`config.mk`:
```
export PLATFORM = sky130hd
export DESIGN_NAME = smpl_rdout_sched
export DESIGN_NICKNAME = d
export VERILOG_FILES = /design/src/rtl/smpl_rdout_sched.sv
export SDC_FILE = /design/constraint.sdc
export NUM_CORES = 1
export LEC_CHECK = 0
export BUFFER_PORTS_ARGS = -buffer_cell sky130_fd_sc_hd__buf_2
export CELL_PAD_IN_SITES_DETAIL_PLACEMENT = 2
export CELL_PAD_IN_SITES_GLOBAL_PLACEMENT = 2
export CORE_MARGIN = 1.5
export CORE_UTILIZATION = 35
export CTS_CLUSTER_SIZE = 20
export DETAILED_ROUTE_END_ITERATION = 7
export GPL_TIMING_DRIVEN = 0
export PLACE_DENSITY = 0.83
export SYNTH_ARGS = -nofsm -noshare
export SYNTH_HDL_FRONTEND = slang
export SYNTH_SLANG_ARGS = --single-unit
export TNS_END_PERCENT = 5
```
`constraint.sdc`:
```
create_clock -name clk_i -period 2.4 [get_ports clk_i]
set_input_delay 0.24 -clock clk_i [delete_from_list [all_inputs] [get_ports clk_i]]
set_output_delay 0.24 -clock clk_i [all_outputs]
set_load 0.01 [all_outputs]
```
`src/rtl/smpl_rdout_sched.sv`:
```
// Readout scheduler: fetches samples from the sample memory one at a time and
// streams their enabled 8-bit channel groups, lowest group first, to a byte-wide UART.
module smpl_rdout_sched #(
  parameter int SMPL_WIDTH = 32,
  parameter int CNT_WIDTH  = 16
) (
  input  logic                    clk_i,
  input  logic                    rst_i,
  input  logic                    start_i,
  input  logic                    abort_i,
  input  logic [CNT_WIDTH-1:0]    cnt_i,
  input  logic [SMPL_WIDTH/8-1:0] grp_en_i,
  output logic                    read_o,
  input  logic [SMPL_WIDTH-1:0]   d_i,
  input  logic                    tx_rdy_i,
  output logic                    tx_stb_o,
  output logic [7:0]              tx_o,
  output logic                    busy_o,
  output logic                    done_o
);

  localparam int BYTES = SMPL_WIDTH / 8;

  localparam logic [2:0] S_IDLE  = 3'd0;
  localparam logic [2:0] S_FETCH = 3'd1;
  localparam logic [2:0] S_LATCH = 3'd2;
  localparam logic [2:0] S_SEND  = 3'd3;
  localparam logic [2:0] S_HOLD  = 3'd4;

  logic [2:0]            state_q, state_d;
  logic [CNT_WIDTH-1:0]  cnt_q, cnt_d;
  logic [BYTES-1:0]      mask_q, mask_d;
  logic [BYTES-1:0]      rem_q, rem_d;
  logic [SMPL_WIDTH-1:0] smpl_q, smpl_d;
  logic [7:0]            tx_q, tx_d;
  logic                  done_q, done_d;
  logic [7:0]            sel_byte;
  logic                  tx_stb;
  logic                  rd_req;

  // rem_q holds the groups of the current sample still to be sent; its lowest set bit is next.
  always_comb begin
    sel_byte = 8'h00;
    for (int k = BYTES - 1; k >= 0; k--) begin
      if (rem_q[k]) sel_byte = smpl_q[k*8 +: 8];
    end
  end

  always_comb begin
    state_d = state_q;
    cnt_d   = cnt_q;
    mask_d  = mask_q;
    rem_d   = rem_q;
    smpl_d  = smpl_q;
    tx_d    = tx_q;
    done_d  = 1'b0;
    tx_stb  = (state_q == S_SEND) && tx_rdy_i && !abort_i;
    rd_req  = (state_q == S_FETCH) && !abort_i;

    case (state_q)
      S_IDLE: begin
        if (start_i && !abort_i) begin
          if ((cnt_i != '0) && (grp_en_i != '0)) begin
            cnt_d   = cnt_i;
            mask_d  = grp_en_i;
            state_d = S_FETCH;
          end else begin
            done_d = 1'b1;
          end
        end
      end
      S_FETCH: state_d = S_LATCH;
      S_LATCH: begin
        smpl_d  = d_i;
        rem_d   = mask_q;
        state_d = S_SEND;
      end
      S_SEND: begin
        if (tx_stb) begin
          tx_d    = sel_byte;
          rem_d   = rem_q & (rem_q - BYTES'(1));
          state_d = S_HOLD;
        end
      end
      S_HOLD: begin
        if (rem_q != '0) begin
          state_d = S_SEND;
        end else begin
          cnt_d = cnt_q - CNT_WIDTH'(1);
          if (cnt_q == CNT_WIDTH'(1)) begin
            done_d  = 1'b1;
            state_d = S_IDLE;
          end else begin
            state_d = S_FETCH;
          end
        end
      end
      default: state_d = S_IDLE;
    endcase

    // Abort overrides whatever the active state decided, including a final done.
    if (abort_i && (state_q != S_IDLE)) begin
      state_d = S_IDLE;
      done_d  = 1'b0;
    end
  end

  always_ff @(posedge clk_i or posedge rst_i) begin
    if (rst_i) begin
      state_q <= S_IDLE;
      cnt_q   <= '0;
      mask_q  <= '0;
      rem_q   <= '0;
      smpl_q  <= '0;
      tx_q    <= 8'h00;
      done_q  <= 1'b0;
    end else begin
      state_q <= state_d;
      cnt_q   <= cnt_d;
      mask_q  <= mask_d;
      rem_q   <= rem_d;
      smpl_q  <= smpl_d;
      tx_q    <= tx_d;
      done_q  <= done_d;
    end
  end

  // tx_o shows the new byte during its strobe cycle and holds it until the next strobe.
  assign tx_o     = tx_stb ? sel_byte : tx_q;
  assign tx_stb_o = tx_stb;
  assign read_o   = rd_req;
  assign busy_o   = (state_q != S_IDLE);
  assign done_o   = done_q;

endmodule

```
; ---- Word-level counts from Yosys, hierarchy flattened
; Index checks and enable logic that the tools add are counted.
[op_classes]
muxes = 24
n_eq_ne = 12
n_addsub = 2
reduce_logical = 18
n_bitwise = 1
[ops]
columns = operator, n
row1 = $mux W16, 3
row2 = $mux W8, 5
row3 = $pmux W16 S2, 1
row4 = $eq A16 B1 Y1 const B, 1
row5 = $reduce_bool A16 Y1, 1
row6 = $sub A16 B1 Y16 const B, 1
row7 = $pmux W3 S5, 1
row8 = $mux W3, 4
row9 = $ne A2 B2 Y1 const B, 4
row10 = $pmux W4 S2, 1
row11 = $reduce_bool A4 Y1, 2
row12 = $eq A3 B2 Y1 const B, 2
row13 = $logic_and A1 B1 Y1, 6
row14 = $mux W1, 6
row15 = $ne A3 B3 Y1 const B, 2
row16 = $reduce_and A3 Y1, 2
row17 = $and A4 B4 Y4, 1
row18 = $mux W4, 1
row19 = $reduce_and A4 Y1, 1
row20 = $reduce_bool A2 Y1, 2
row21 = $sub A4 B1 Y4 const B, 1
row22 = $eq A3 B1 Y1 const B, 1
row23 = $eq A3 B3 Y1 const B, 1
row24 = $logic_not A3 Y1, 1
row25 = other kinds (6), 6
[word_totals]
ff_bits = 68
wordCells = 64

; ---- Longest topological paths before layout
[depth]
ltp_word = 6
depth_mapped = 7
ltp_nobuf = 6

; ---- Worst setup path after synthesis
; Ideal clock, no wire load.
[synth_path]
path_type = register to register
start = register rem_q[3]
end = register cnt_q[6]
n_path_buf = 2
required_time_ns = 2.276
setup_slack_ns = 0.572
path_stages_with_launch = 7
setup_time_ns = 0.124
t_arrival_ns = 1.703
path_cell_list = dfrtp_1 -> buf_6 -> or4_4 -> or2_0 -> buf_2 -> o32ai_2 -> nor2_1
[synth_between]
elab_chain_len = 3
[synth_lines]
columns = element, line_no
row1 = start: declaration, 33  ; logic [BYTES-1:0] rem_q, rem_d;
row2 = start signal: assignment, 121  ; rem_q <= rem_d;
row3 = $reduce_bool A4 Y1, 86  ; if (rem_q != '0) begin
row4 = $ne A2 B2 Y1 (no source line), -
row5 = $reduce_and A4 Y1 (no source line), -
row6 = end signal: assignment, 119  ; cnt_q <= cnt_d;
row7 = end: declaration, 31  ; logic [CNT_WIDTH-1:0] cnt_q, cnt_d;
; Every way passes these cells.
; A chain may end at the register's enable or synchronous reset.

; ---- Worst setup path in the final report
[layout_path]
start = register state_q[2]
end = register cnt_q[15]
[layout_between]
elab_chain_len = 3
elab_cells_between_ends = 8
cone_classes = eq/ne (4) / mux (1) / reduce/logical (3)
[layout_lines]
columns = element, line_no
row1 = start: declaration, 30  ; logic [2:0] state_q, state_d;
row2 = start signal: assignment, 118  ; state_q <= state_d;
row3 = $eq A3 B3 Y1 / $logic_not A3 Y1 (equally long branches), 60  ; case (state_q)
row4 = $ne A2 B2 Y1 (no source line) / $reduce_bool A2 Y1 (equally long branches), -
row5 = $reduce_and A4 Y1 (no source line), -
; Several ways; a longest one is shown, not always the timed one.

==> results.sh <==
export IMPL_r2r_end="cnt_q[15]"
export IMPL_vias=3101
export IMPL_yosysWarnings=0
export IMPL_post_cts_setup_buffer_count=0
export IMPL_worstPathRequired_ns=2.64
export IMPL_clk_latency_ns=0.36
export IMPL_synth_area_leader_cell="dfrtp_1"
export IMPL_antenna_found_initial=0
export IMPL_gp_congestion=0.797
export IMPL_grt_max_degree=69
export IMPL_synth_area_top_cells="dfrtp_1, mux2_2, a21oi_1"
export IMPL_grt_pass1_vias=3450
export IMPL_port_buffers=68
export IMPL_reg2reg_from="state_q[2]"
export IMPL_power_per_cell_area_nw_per_um2=1240
export IMPL_p_leak_nw=1.83
export IMPL_worst_setup_path_start_kind="flip-flop"
export IMPL_critPathMaxStageDelay_ns=0.66
export IMPL_finalSetupViolations=0
export IMPL_synth_main_ff_cell="dfrtp_1"
export IMPL_wire_per_inst_um=21.1
export IMPL_slew_violations=0
export IMPL_postSynthCellCount=338
export IMPL_numCtsBuffers=9
export IMPL_clockBufferDepth=2
export IMPL_num_rows=36
export IMPL_syn_nets=397
export IMPL_max_freq_mhz=437
export IMPL_cp_max_fo=10
export IMPL_synth_area_um2=3540
export IMPL_fin_crit_ns=2.29
export IMPL_drc=0
export IMPL_min_path_type="input port to async pin"
export IMPL_rsz0062_at_grt="yes"
export IMPL_nFillCells=1110
export IMPL_coreArea_um2=9820
export IMPL_ant_nets=0
export IMPL_fp_dieH_um=104
export IMPL_initial_utilization=0.361
export IMPL_cts_tree="done"
export IMPL_die_area_um2=10700
export IMPL_hpwl_um=7970
export IMPL_synth_top_area_share=0.480
export IMPL_htreeDepth=3
export IMPL_critPathArrivalTime_ns=2.53
export IMPL_r2r_cells=6
export IMPL_vdd_drop_max_mv=0.424
export IMPL_synthArstFlopShare=1.00
export IMPL_ioPinCount=69
export IMPL_synth_cell_type_count=55
export IMPL_grtUsageTotal=0.226
export IMPL_status="completed"
export IMPL_syn2layout_area_growth_pct=21.4
export IMPL_path_cells="buf_2 -> nor3b_2 -> clkbuf_1 -> o21ai_0 -> a21oi_1 -> nor2_1"
export IMPL_fin_nets=475
export IMPL_worst_pin_slew_ns=0.865
export IMPL_n_antenna_cell=0
export IMPL_cts_clk_slew_worst_paths_ns=0.09
export IMPL_first_pass_iters=5
export IMPL_cts_root_buf="clkbuf_8"
export IMPL_layout_setup_ws_ns=0.113
export IMPL_path_class="flip-flop to flip-flop"
export IMPL_hold_viol_final=0
export IMPL_synth_edf_count=0
export IMPL_grt_pass1_wl_um=18900
export IMPL_max_cap_violations=0
export IMPL_ys_seq_area_frac=0.480
export IMPL_preCtsSetupSlack_ns=0.107
export IMPL_drive_gt1_frac=0.373
export IMPL_gr_total_overflow=0
export IMPL_chipWidth_um=104
export IMPL_slew_headroom=0.424
export IMPL_wl_um=11700
export IMPL_dpl_instance_area_um2=4050
export IMPL_first_iter_violations=80
export IMPL_detail_route_vias_per_cell=5.60
export IMPL_worst_path_max_delay_cell="nor3b_2"
export IMPL_fin_area_um2=4300
export IMPL_reg2reg_setup_slack_ns=0.11
export IMPL_crit_path_end_kind="flip-flop"
export IMPL_period_share=0.953
export IMPL_synth_avg_cell_area_um2=10.5
export IMPL_fin_skew_ns=0.0145
export IMPL_yosys_register_bits=68
export IMPL_clock_sinks=68
export IMPL_final_util=0.438
## sequential cells by signal, indices dropped and copies added (netlist names)
| name | cells |
|---|---|
| done_o | 1 |
| smpl_q | 32 |
| cnt_q | 16 |
| mask_q | 4 |
| state_q | 3 |
| tx_q | 8 |
| rem_q | 4 |
## routing by layer
layer,routed length [um],global-route usage
met1,4880,0.267
met2,6220,0.423
met3,381,0.0346
met4,202,0.0665
met5,0,0
## per-stage QoR
step | power (mW) | hold slack, ns | setup TNS, ns | instances
CTS | 5.37 | 0.0914 | 0 | 554
detailed placement | 4.14 | 0.477 | 0 | 539
global route | 5.66 | 0.109 | -0.0242 | 554
floorplan | 3.46 | 0.306 | 0 | 338
finish | 5.34 | 0.0572 | 0 | 554
global placement | 3.97 | 0.472 | -36.73 | 539
## final cells by class
| type | count | area (um2) | area share |
|---|---|---|---|
| buffer | 20 | 116 | 0.0270 |
| clock buffer | 10 | 138 | 0.0320 |
| clock inverter | 6 | 95.1 | 0.0221 |
| inverter | 7 | 28.8 | 0.00669 |
| multi-input combinational | 242 | 1720 | 0.399 |
| sequential | 68 | 1700 | 0.396 |
| tap | 133 | 166 | 0.0387 |
| timing repair buffer | 68 | 340 | 0.0791 |
## worst max-delay path: cells and delay by family (launching register included)
kind | cells | cell delay, ns
AND/OR/NAND/NOR | 2 | 0.73
AO/OA/AOI/OAI | 2 | 0.42
buffers and inverters | 2 | 0.70
flip-flops | 1 | 0.33
## repair_timing
action,4_1_cts,5_1_grt
hold endpoints to repair,0,0
gates resized for setup,7,5
endpoints found under the setup margin,8,9
hold buffers,0,0
## worst max path at each step
stage,slack [ns],end,cells past startpoint,startpoint
final,0.11,cnt_q[15],6,state_q[2]
after CTS,0.003,tx_o[7],7,rem_q[2]
after global routing,-0.02,tx_o[7],7,state_q[0]
after detailed placement,0.11,tx_o[7],8,state_q[0]
after global placement,-0.54,state_q[1],2,rst_i
after floorplan,0.45,cnt_q[0],1,rst_i
## cells in the mapped netlist, types with 2 or more instances
cell type	n
or3_1	2
a22o_1	3
a31oi_1	2
o32ai_2	2
clkbuf_1	9
buf_4	2
nand2_1	28
o221ai_1	2
ha_1	2
or4_4	2
nor3_1	6
mux2_2	36
nor2b_1	2
nor3_2	2
nor2_1	24
o21a_1	18
nand3_1	8
o22ai_1	2
o211ai_1	10
nand3b_1	8
o21ai_0	14
nand4b_1	2
nand4_1	4
nor4_1	6
and3_1	2
buf_2	8
inv_1	7
a21oi_1	30
buf_6	2
dfrtp_1	68
## logic make-up after synthesis
family                     synth area share
and+or+nand+nor                       0.163
AOI/OAI and AO/OA                     0.197
DFF                                   0.480
muxes                                 0.114
buffers and inverters                0.0388
adders and majority gates           0.00706
## power by group
group / switching [mW] / internal, mW / total [mW]
logic: 1.10 / 0.955 / 2.05
clock network: 0.508 / 0.625 / 1.13
registers: 0.449 / 1.71 / 2.16
## layout by cell type (no fill, tap or decap), drive strengths merged, types with 2 or more instances in the layout
cell type and instances:
ha 2, or4 2, and3 2, a21oi 31, nand4 4, o221a 2, o221ai 2, nor3 8
mux2 36, nor2 25, or3 2, o22ai 2, a31oi 2, o32ai 3, nand4b 2, nand3b 8
nand2 28, o211ai 10, nor2b 2, clkbuf 18, a22o 3, bufinv 2, dfrtp 68, o21a 18
nand3 8, inv 9, clkinv 2, or2 2, buf 80, nor4 7, o21ai 14
(Power assumes the default switching activity.)
